[src/rtl/cell_config_loader.sv]
// Configuration loader for the logic-cell array: stages per-cell words in a shadow
// register, checks a trailing XOR checksum, then commits all words to cfg_out at once.
module cell_config_loader #(
  parameter int NUM_CELLS = 4,
  parameter int CFG_W     = 8
) (
  input  logic                       clk,
  input  logic                       rst,
  input  logic                       start,
  input  logic                       abort,
  input  logic                       in_valid,
  input  logic [CFG_W-1:0]           in_data,
  output logic                       in_ready,
  output logic [NUM_CELLS*CFG_W-1:0] cfg_out,
  output logic                       cfg_valid,
  output logic                       busy,
  output logic                       done,
  output logic                       error
);

  localparam int IDX_W = (NUM_CELLS > 1) ? $clog2(NUM_CELLS) : 1;
  localparam logic [IDX_W-1:0] LAST_IDX = IDX_W'(NUM_CELLS - 1);
  localparam logic [CFG_W-1:0] SEED     = {(CFG_W/2){2'b10}};

  localparam logic [2:0] ST_IDLE = 3'd0;
  localparam logic [2:0] ST_LOAD = 3'd1;
  localparam logic [2:0] ST_CSUM = 3'd2;
  localparam logic [2:0] ST_DONE = 3'd3;
  localparam logic [2:0] ST_ERR  = 3'd4;

  logic [2:0]                 state_q,     state_d;
  logic [IDX_W-1:0]           index_q,     index_d;
  logic [CFG_W-1:0]           acc_q,       acc_d;
  logic [NUM_CELLS*CFG_W-1:0] shadow_q,    shadow_d;
  logic [NUM_CELLS*CFG_W-1:0] cfg_q,       cfg_d;
  logic                       cfg_valid_q, cfg_valid_d;
  logic                       done_q,      done_d;
  logic                       error_q,     error_d;
  logic                       beat_s;

  // abort masks in_ready so a word offered alongside abort is never consumed
  assign busy     = (state_q == ST_LOAD) || (state_q == ST_CSUM);
  assign in_ready = busy && !abort;
  assign beat_s   = in_valid && in_ready;

  assign cfg_out   = cfg_q;
  assign cfg_valid = cfg_valid_q;
  assign done      = done_q;
  assign error     = error_q;

  // Next-state and datapath decode for the load sequence
  always_comb begin
    state_d     = state_q;
    index_d     = index_q;
    acc_d       = acc_q;
    shadow_d    = shadow_q;
    cfg_d       = cfg_q;
    cfg_valid_d = cfg_valid_q;
    done_d      = 1'b0;
    error_d     = error_q;
    case (state_q)
      ST_IDLE: begin
        if (start && !abort) begin
          state_d = ST_LOAD;
          index_d = {IDX_W{1'b0}};
          acc_d   = SEED;
          error_d = 1'b0;
        end else begin
          state_d = ST_IDLE;
        end
      end
      ST_LOAD: begin
        if (abort) begin
          state_d = ST_IDLE;
        end else if (beat_s) begin
          shadow_d[index_q*CFG_W +: CFG_W] = in_data;
          acc_d   = acc_q ^ in_data;
          index_d = index_q + IDX_W'(1);
          if (index_q == LAST_IDX) begin
            state_d = ST_CSUM;
          end else begin
            state_d = ST_LOAD;
          end
        end else begin
          state_d = ST_LOAD;
        end
      end
      ST_CSUM: begin
        if (abort) begin
          state_d = ST_IDLE;
        end else if (beat_s) begin
          if (in_data == acc_q) begin
            cfg_d       = shadow_q;
            cfg_valid_d = 1'b1;
            done_d      = 1'b1;
            state_d     = ST_DONE;
          end else begin
            error_d = 1'b1;
            state_d = ST_ERR;
          end
        end else begin
          state_d = ST_CSUM;
        end
      end
      ST_DONE: begin
        state_d = ST_IDLE;
      end
      ST_ERR: begin
        if (abort) begin
          error_d = 1'b0;
          state_d = ST_IDLE;
        end else if (start) begin
          state_d = ST_LOAD;
          index_d = {IDX_W{1'b0}};
          acc_d   = SEED;
          error_d = 1'b0;
        end else begin
          state_d = ST_ERR;
        end
      end
      default: begin
        state_d = ST_IDLE;
      end
    endcase
  end

  // State and output registers
  always_ff @(posedge clk or negedge rst) begin
    if (!rst) begin
      state_q     <= ST_IDLE;
      index_q     <= {IDX_W{1'b0}};
      acc_q       <= {CFG_W{1'b0}};
      shadow_q    <= {(NUM_CELLS*CFG_W){1'b0}};
      cfg_q       <= {(NUM_CELLS*CFG_W){1'b0}};
      cfg_valid_q <= 1'b0;
      done_q      <= 1'b0;
      error_q     <= 1'b0;
    end else begin
      state_q     <= state_d;
      index_q     <= index_d;
      acc_q       <= acc_d;
      shadow_q    <= shadow_d;
      cfg_q       <= cfg_d;
      cfg_valid_q <= cfg_valid_d;
      done_q      <= done_d;
      error_q     <= error_d;
    end
  end

endmodule

[config.mk]
export PLATFORM = sky130hd
export DESIGN_NAME = cell_config_loader
export DESIGN_NICKNAME = d
export VERILOG_FILES = /design/src/rtl/cell_config_loader.sv
export SDC_FILE = /design/constraint.sdc
export NUM_CORES = 1
export LEC_CHECK = 0
export BUFFER_PORTS_ARGS = -buffer_cell sky130_fd_sc_hd__buf_2
export CAP_MARGIN = 25
export CELL_PAD_IN_SITES_DETAIL_PLACEMENT = 1
export CELL_PAD_IN_SITES_GLOBAL_PLACEMENT = 1
export CORE_ASPECT_RATIO = 0.6
export CORE_MARGIN = 10
export CORE_UTILIZATION = 35
export DETAILED_ROUTE_END_ITERATION = 10
export GPL_TIMING_DRIVEN = 0
export PLACE_DENSITY = 0.69
export SLEW_MARGIN = 40
export SYNTH_ARGS = -nofsm -noshare
export SYNTH_HDL_FRONTEND = slang
export SYNTH_SLANG_ARGS = --single-unit
[constraint.sdc]
create_clock -name clk -period 2.9 [get_ports clk]
set_input_delay 0.435 -clock clk [delete_from_list [all_inputs] [get_ports clk]]
set_output_delay 0.435 -clock clk [all_outputs]
set_load 0.005 [all_outputs]
==> impl_metrics.py, run 1 <==
metrics = {
    "global_route": {
        "antenna_found_initial": 0,
        "grt_max_degree": 56,
        "grt_util_all_layers_pct": 13.01,
        "grt-ovfl-total": 0,
        "grt_pass1_wl_um": 14660,
        "grt_pass1_vias": 2650,
    },
    "cells_and_area": {
        "register_area_um2": 2002,
        "fin_nets": 381,
        "syn2layout_area_growth_pct": 22.64,
        "stdcell_count": 498,
        "drive_gt1_share_pct": 20.38,
        "final_core_util_pct": 44.83,
        "multi_input_area_um2": 1341,
        "fill_cells": 1061,
        "n_antenna_cell": 0,
    },
    "synth": {
        "syn_nets": 328,
        "synth_most_common_cell": "dfrtp_1",
        "yosysSeqAreaShare_pct": 58.52,
        "synth_ff_type": "dfrtp_1",
        "yosysTopAreaCell": "dfrtp_1",
        "synthesis.area_um2": 3421,
        "yosysTopAreaCellShare_pct": 58.52,
        "ys_ff_latch": 80,
        "async_reset_ff_share_pct": 100.0,
        "ys_types": 34,
        "yosysWarnings": 0,
        "synth_area_leaders": "dfrtp_1 (59%), mux2_1 (8.9%), nand2_1 (7.9%)",
        "yosys-top-cells-count": "dfrtp_1 (80), nand2_1 (72), o21ai_0 (38), mux2_1 (27), clkbuf_1 (15)",
        "syn_area_per_cell_um2": 11.03,
        "syn_inst": 310,
        "synth_edf_count": 0,
    },
    "placed_design": {
        "port_buffers": 40,
        "hpwl_um": 6120,
        "place_inst": 481,
        "pre_cts_slack_ns": 0.3471,
        "gp_congestion": 0.7616,
    },
    "setup_path": {
        "crit_path_max_fanout": 10,
        "cp.required_ns": 3.12,
        "crit_path_top_delay_cell": "nor3_4",
        "cp_data_arrival_time_ns": 2.53,
        "setup.worst_path.class": "register to register",
        "end_kind": "register",
        "cp_slowest_stage_delay_ns": 0.46,
        "crit_chain": "clkbuf_1 -> nor3b_4 -> nand2_2 -> nor3_4 -> buf_6 -> mux2_1",
        "setup.worst_path.start_class": "register",
    },
    "routing": {
        "antenna_left": 0,
        "drt-initial-drc-count": 125,
        "route.detailed.drc": 0,
        "dr.pass1.iters": 4,
        "routedWlPerCell_um": 17.56,
        "drt_wl_total_um": 8744,
        "viasPerCell": 4.942,
        "vias": 2461,
    },
    "cts": {
        "clk_path_buf_depth": 2,
        "ctsRootBufferMaster": "clkbuf_16",
        "cts_inserted_buffers": 9,
        "clk_latency_ns": 0.33,
        "cts_sinks": 80,
        "cts_tree": "yes",
        "clk_pin_slew_worst_paths_ns": 0.06,
        "cts_setup_buffers": 0,
        "h-tree-depth": 3,
    },
    "sta": {
        "hold_slack_ns": 0.4366,
        "finalCritPeriodShare_pct": 79.65,
        "setup_ws_ns": 0.5903,
        "slew_viol_final": 0,
        "hold_viol": 0,
        "rsz0062_at_grt": "false",
        "fin_setup_tns_ns": 0,
        "skew_ns": 0.005414,
        "max_freq_mhz": 432.9,
        "worst_slew_pin_slew_ns": 0.5974,
        "relSlewSlack_pct": 60.17,
        "setup_violations": 0,
        "min_period_ns": 2.310,
    },
    "pwr": {
        "irDropWorstVdd_mv": 0.3802,
        "leakagePower_uw": 0.002056,
        "power_density_nw_per_um2": 685.9,
    },
    "run_status": {
        "status": "finished, final reports clean",
    },
    "floorplan": {
        "die_area_um2": 14260,
        "die_y_um": 96.58,
        "floorplan.die.width_um": 147.6,
        "rows": 27,
        "initial_core_util_pct": 36.56,
        "num_io_pins": 50,
        "core_area_um2": 9358,
    },
    "min_path": {
        "hold_class": "input port to register",
    },
    "flow_run": {
        "max-cap-violations": 0,
    },
}
==> repair_timing <==
item	CTS	global route
setup endpoints to repair	0	0
gates resized for setup	0	0
hold buffers	1	0
endpoints found under the hold margin	25	0
==> registers in the layout (all words and copies together) (netlist names) <==
signal     flops
cfg_out       32
shadow_q      32
acc_q          8
state_q        3
index_q        2
cfg_valid      1
done           1
error          1
==> worst paths after layout <==
check                      slack [ns]  cells past startpoint        from           end
hold / removal                   0.44                      3       start    state_q[2]
min in group asynchronous        0.53                      2         rst    cfg_out[6]
hold reg to reg                  0.47                      1   cfg_valid     cfg_valid
setup reg to reg                 0.59                      6  state_q[2]   cfg_out[21]
max in group asynchronous        1.82                      3         rst  shadow_q[28]
setup / recovery                 0.59                      6  state_q[2]   cfg_out[21]
==> power by group <==
group / internal (uW) / switching (uW) / leakage (uW)
Clock: 843 / 460 / 0.000167
Sequential: 1200 / 70.1 / 0.00109
Combinational: 114 / 191 / 0.000798
Total: 2160 / 721 / 0.00206
==> logic make-up after synthesis <==
| group | Yosys count | share of synthesized area, % |
|---|---|---|
| and+or+nand+nor | 110 | 14.74 |
| DFF | 80 | 58.52 |
| AOI/OAI and AO/OA | 53 | 9.071 |
| muxes | 33 | 10.83 |
| adders and majority gates | 5 | 1.829 |
| xor gates and xnor gates | 8 | 2.048 |
| buffers and inverters | 21 | 2.962 |
==> per-stage QoR <==
step	total power, uW	area, um^2
after CTS	2909	4187
after detailed placement	1588	3832
after floorplan	1460	3421
after global routing	3018	4195
final	2878	4195
after global placement	1551	3784
==> worst max-delay path, delay by kind of cell, from the launching register on <==
kind | cells | cell delay (ns)
buffers and inverters | 2 | 0.43
flip-flops | 1 | 0.36
AND/OR/NAND/NOR | 3 | 1.06
multiplexers | 1 | 0.34
==> layer usage <==
metal | vias to the layer above | part of all wire [%] | wire length (um) | GRT usage, %
li1 | 1145 | - | - | -
met1 | 1255 | 50 | 4414 | 17.38
met5 | - | 0 | 0 | 0
met3 | 7 | 6.2 | 545 | 5.197
met2 | 54 | 43 | 3718 | 19.36
met4 | 0 | 0.74 | 65 | 3.284
==> placed cells by master (no fill, tap or decap), drive strengths merged, types with 3 or more instances in the layout <==
cell type and count:
nor3b 7, o21ai 38, a21o 3, o21bai 3
clkbuf 24, nor3 4, xnor2 8, nand3 5
bufinv 3, inv 3, nand2 73, mux2 32
ha 5, o22a 3, nor2 12, dfrtp 80
buf 45
==> final cells by class <==
cell class	instances	area share (%)
sequential	80	47.72
multi-input combinational	209	31.97
timing repair buffer	42	5.816
clock buffer	9	5.368
tap	130	3.877
clock inverter	7	2.833
buffer	19	2.237
inverter	2	0.1789
Power figures use the tool's default switching activity.
==> inputs of run 2 (changes only) <==
- clock period: 2.9 -> 2.17 ns (I/O delays scaled with it)
==> run 2 against run 1 <==
Final area up 0.69%. Non-clock buffer count rose by 2. Setup slack worse by 0.48 ns. Power up 34%. Register-to-register slack got worse by 0.48 ns. Hold slack worse by 0.11 ns. Largest power group unchanged.
==> impl_metrics.py, run 2 (synthesis results as in run 1) <==
metrics = {
    "cts": {
        "clk_pin_slew_worst_paths_ns": 0.06,
        "h-tree-depth": 3,
        "clk_path_buf_depth": 2,
        "cts_inserted_buffers": 9,
        "cts_sinks": 80,
        "ctsRootBufferMaster": "clkbuf_16",
        "cts_tree": "yes",
        "clk_latency_ns": 0.34,
    },
    "placed_design": {
        "port_buffers": 40,
        "hpwl_um": 6120,
        "gp_congestion": 0.7616,
    },
    "sta": {
        "skew_ns": 0.004764,
        "max_freq_mhz": 485.1,
        "worst_slew_pin_slew_ns": 0.5760,
        "finalCritPeriodShare_pct": 95.00,
        "relSlewSlack_pct": 61.60,
        "hold_viol": 0,
        "setup_violations": 0,
        "min_period_ns": 2.062,
        "slew_viol_final": 0,
        "rsz0062_at_grt": "true",
        "hold_slack_ns": 0.3274,
    },
    "routing": {
        "dr.pass1.iters": 4,
        "route.detailed.drc": 0,
        "drt_wl_total_um": 8771,
        "antenna_left": 0,
        "drt-initial-drc-count": 155,
        "vias": 2469,
        "viasPerCell": 4.938,
        "routedWlPerCell_um": 17.54,
    },
    "setup_path": {
        "reg2regPathDepth": 5,
        "r2r_slack_ns": 0.11,
        "crit_path_max_fanout": 8,
        "timing.rr.end": "shadow_q[30]",
        "crit_chain": "inv_1 -> ha_1 -> nor3_2 -> nand2_1 -> o21ai_0",
        "cp.required_ns": 2.42,
        "end_kind": "register",
        "rr_startpoint": "index_q[0]",
        "setup.worst_path.start_class": "register",
        "cp_data_arrival_time_ns": 2.31,
        "cp_slowest_stage_delay_ns": 0.53,
        "setup.worst_path.class": "register to register",
        "crit_path_top_delay_cell": "dfrtp_1",
    },
    "cells_and_area": {
        "n_antenna_cell": 0,
        "final_cell_mix": "dfrtp_1 (80), nand2_1 (72), buf_2 (39)",
        "fill_cells": 1060,
        "fin_nets": 383,
        "drive_gt1_share_pct": 21.08,
        "final_common_cell": "dfrtp_1",
        "final_core_util_pct": 45.14,
        "syn2layout_area_growth_pct": 23.48,
    },
    "pwr": {
        "power_density_nw_per_um2": 914.6,
        "leakagePower_uw": 0.002081,
        "irDropWorstVdd_mv": 0.5135,
    },
    "floorplan": {
        "rows": 27,
        "die_y_um": 96.58,
        "core_area_um2": 9358,
        "floorplan.die.width_um": 147.6,
        "num_io_pins": 50,
        "die_area_um2": 14260,
        "initial_core_util_pct": 36.56,
    },
    "min_path": {
        "min_from": "start",
        "hold_class": "input port to register",
        "holdPathStages": 3,
        "hold_path_end": "state_q[2]",
    },
    "global_route": {
        "antenna_found_initial": 0,
        "grt-ovfl-total": 0,
        "grt_pass1_wl_um": 14680,
        "grt_pass1_vias": 2655,
        "grt_util_all_layers_pct": 13.02,
        "grt_max_degree": 56,
    },
    "run_status": {
        "status": "finished, final reports clean",
    },
    "flow_run": {
        "max-cap-violations": 0,
    },
}
==> run 2: how the worst max path moves through the flow <==
| stage | from | slack, ns | to |
|---|---|---|---|
| finish | index_q[0] | 0.11 | shadow_q[30] |
| global route | index_q[0] | -0.05 | shadow_q[2] |
| CTS | state_q[0] | 0.11 | acc_q[0] |
| detailed placement | in_data[5] | -0.27 | cfg_out[30] |
| global placement | in_data[5] | -0.26 | cfg_out[18] |
| floorplan | abort | 0.29 | cfg_out[10] |
==> run 2: repair_timing <==
action	in CTS	in global routing
buffers inserted	2	0
setup endpoints to repair	31	9
pin swaps	2	0
hold buffers	1	0
hold endpoints to repair	25	0
gates cloned	0	0
resized for setup	1	4
==> run 2: power breakdown <==
part	switching, uW	internal (uW)	leakage [uW]
clock	616	1130	0.000167
sequential	94.5	1600	0.00109
combinational	262	162	0.000823
==> run 2: critical path: cells and delay by family, from the launching register on <==
kind	cells	cell delay [ns]
simple gates	2	0.61
fa+ha+maj	1	0.42
flops	1	0.53
compound gates	1	0.20
buf+inv	1	0.20
==> run 2: routing by layer <==
layer / up-vias / wire length (um) / track usage [%]
li1: 1149 / - / -
met1: 1253 / 4365 / 17.32
met2: 59 / 3756 / 19.47
met3: 8 / 569 / 5.197
met4: 0 / 79 / 3.284
met5: - / 0 / 0
==> run 2: through the flow <==
step	setup WS (ns)	area (um^2)	total power [uW]	std cells	TNS, ns
4_1_cts	0.1093	4207	3893	500	0
3_3_place_gp	-0.2564	3784	2073	480	-6.948
2_1_floorplan	0.2886	3421	1951	310	0
5_1_grt	-0.05303	4224	4050	500	-0.2617
3_5_place_dp	-0.2734	3832	2123	481	-7.437
6_report	0.1085	4224	3863	500	0
==> run 2: cell type report <==
cell class	instances	area, um^2	share of cell area (%)
multi-input cells	209	1354	32.05
flip-flops and latches	80	2002	47.39
clock inverters	7	118.9	2.814
inverters	2	7.507	0.1777
repair buffers	44	259.0	6.132
clock buffers	9	225.2	5.332
well taps	130	162.7	3.851
plain buffers	19	95.09	2.251
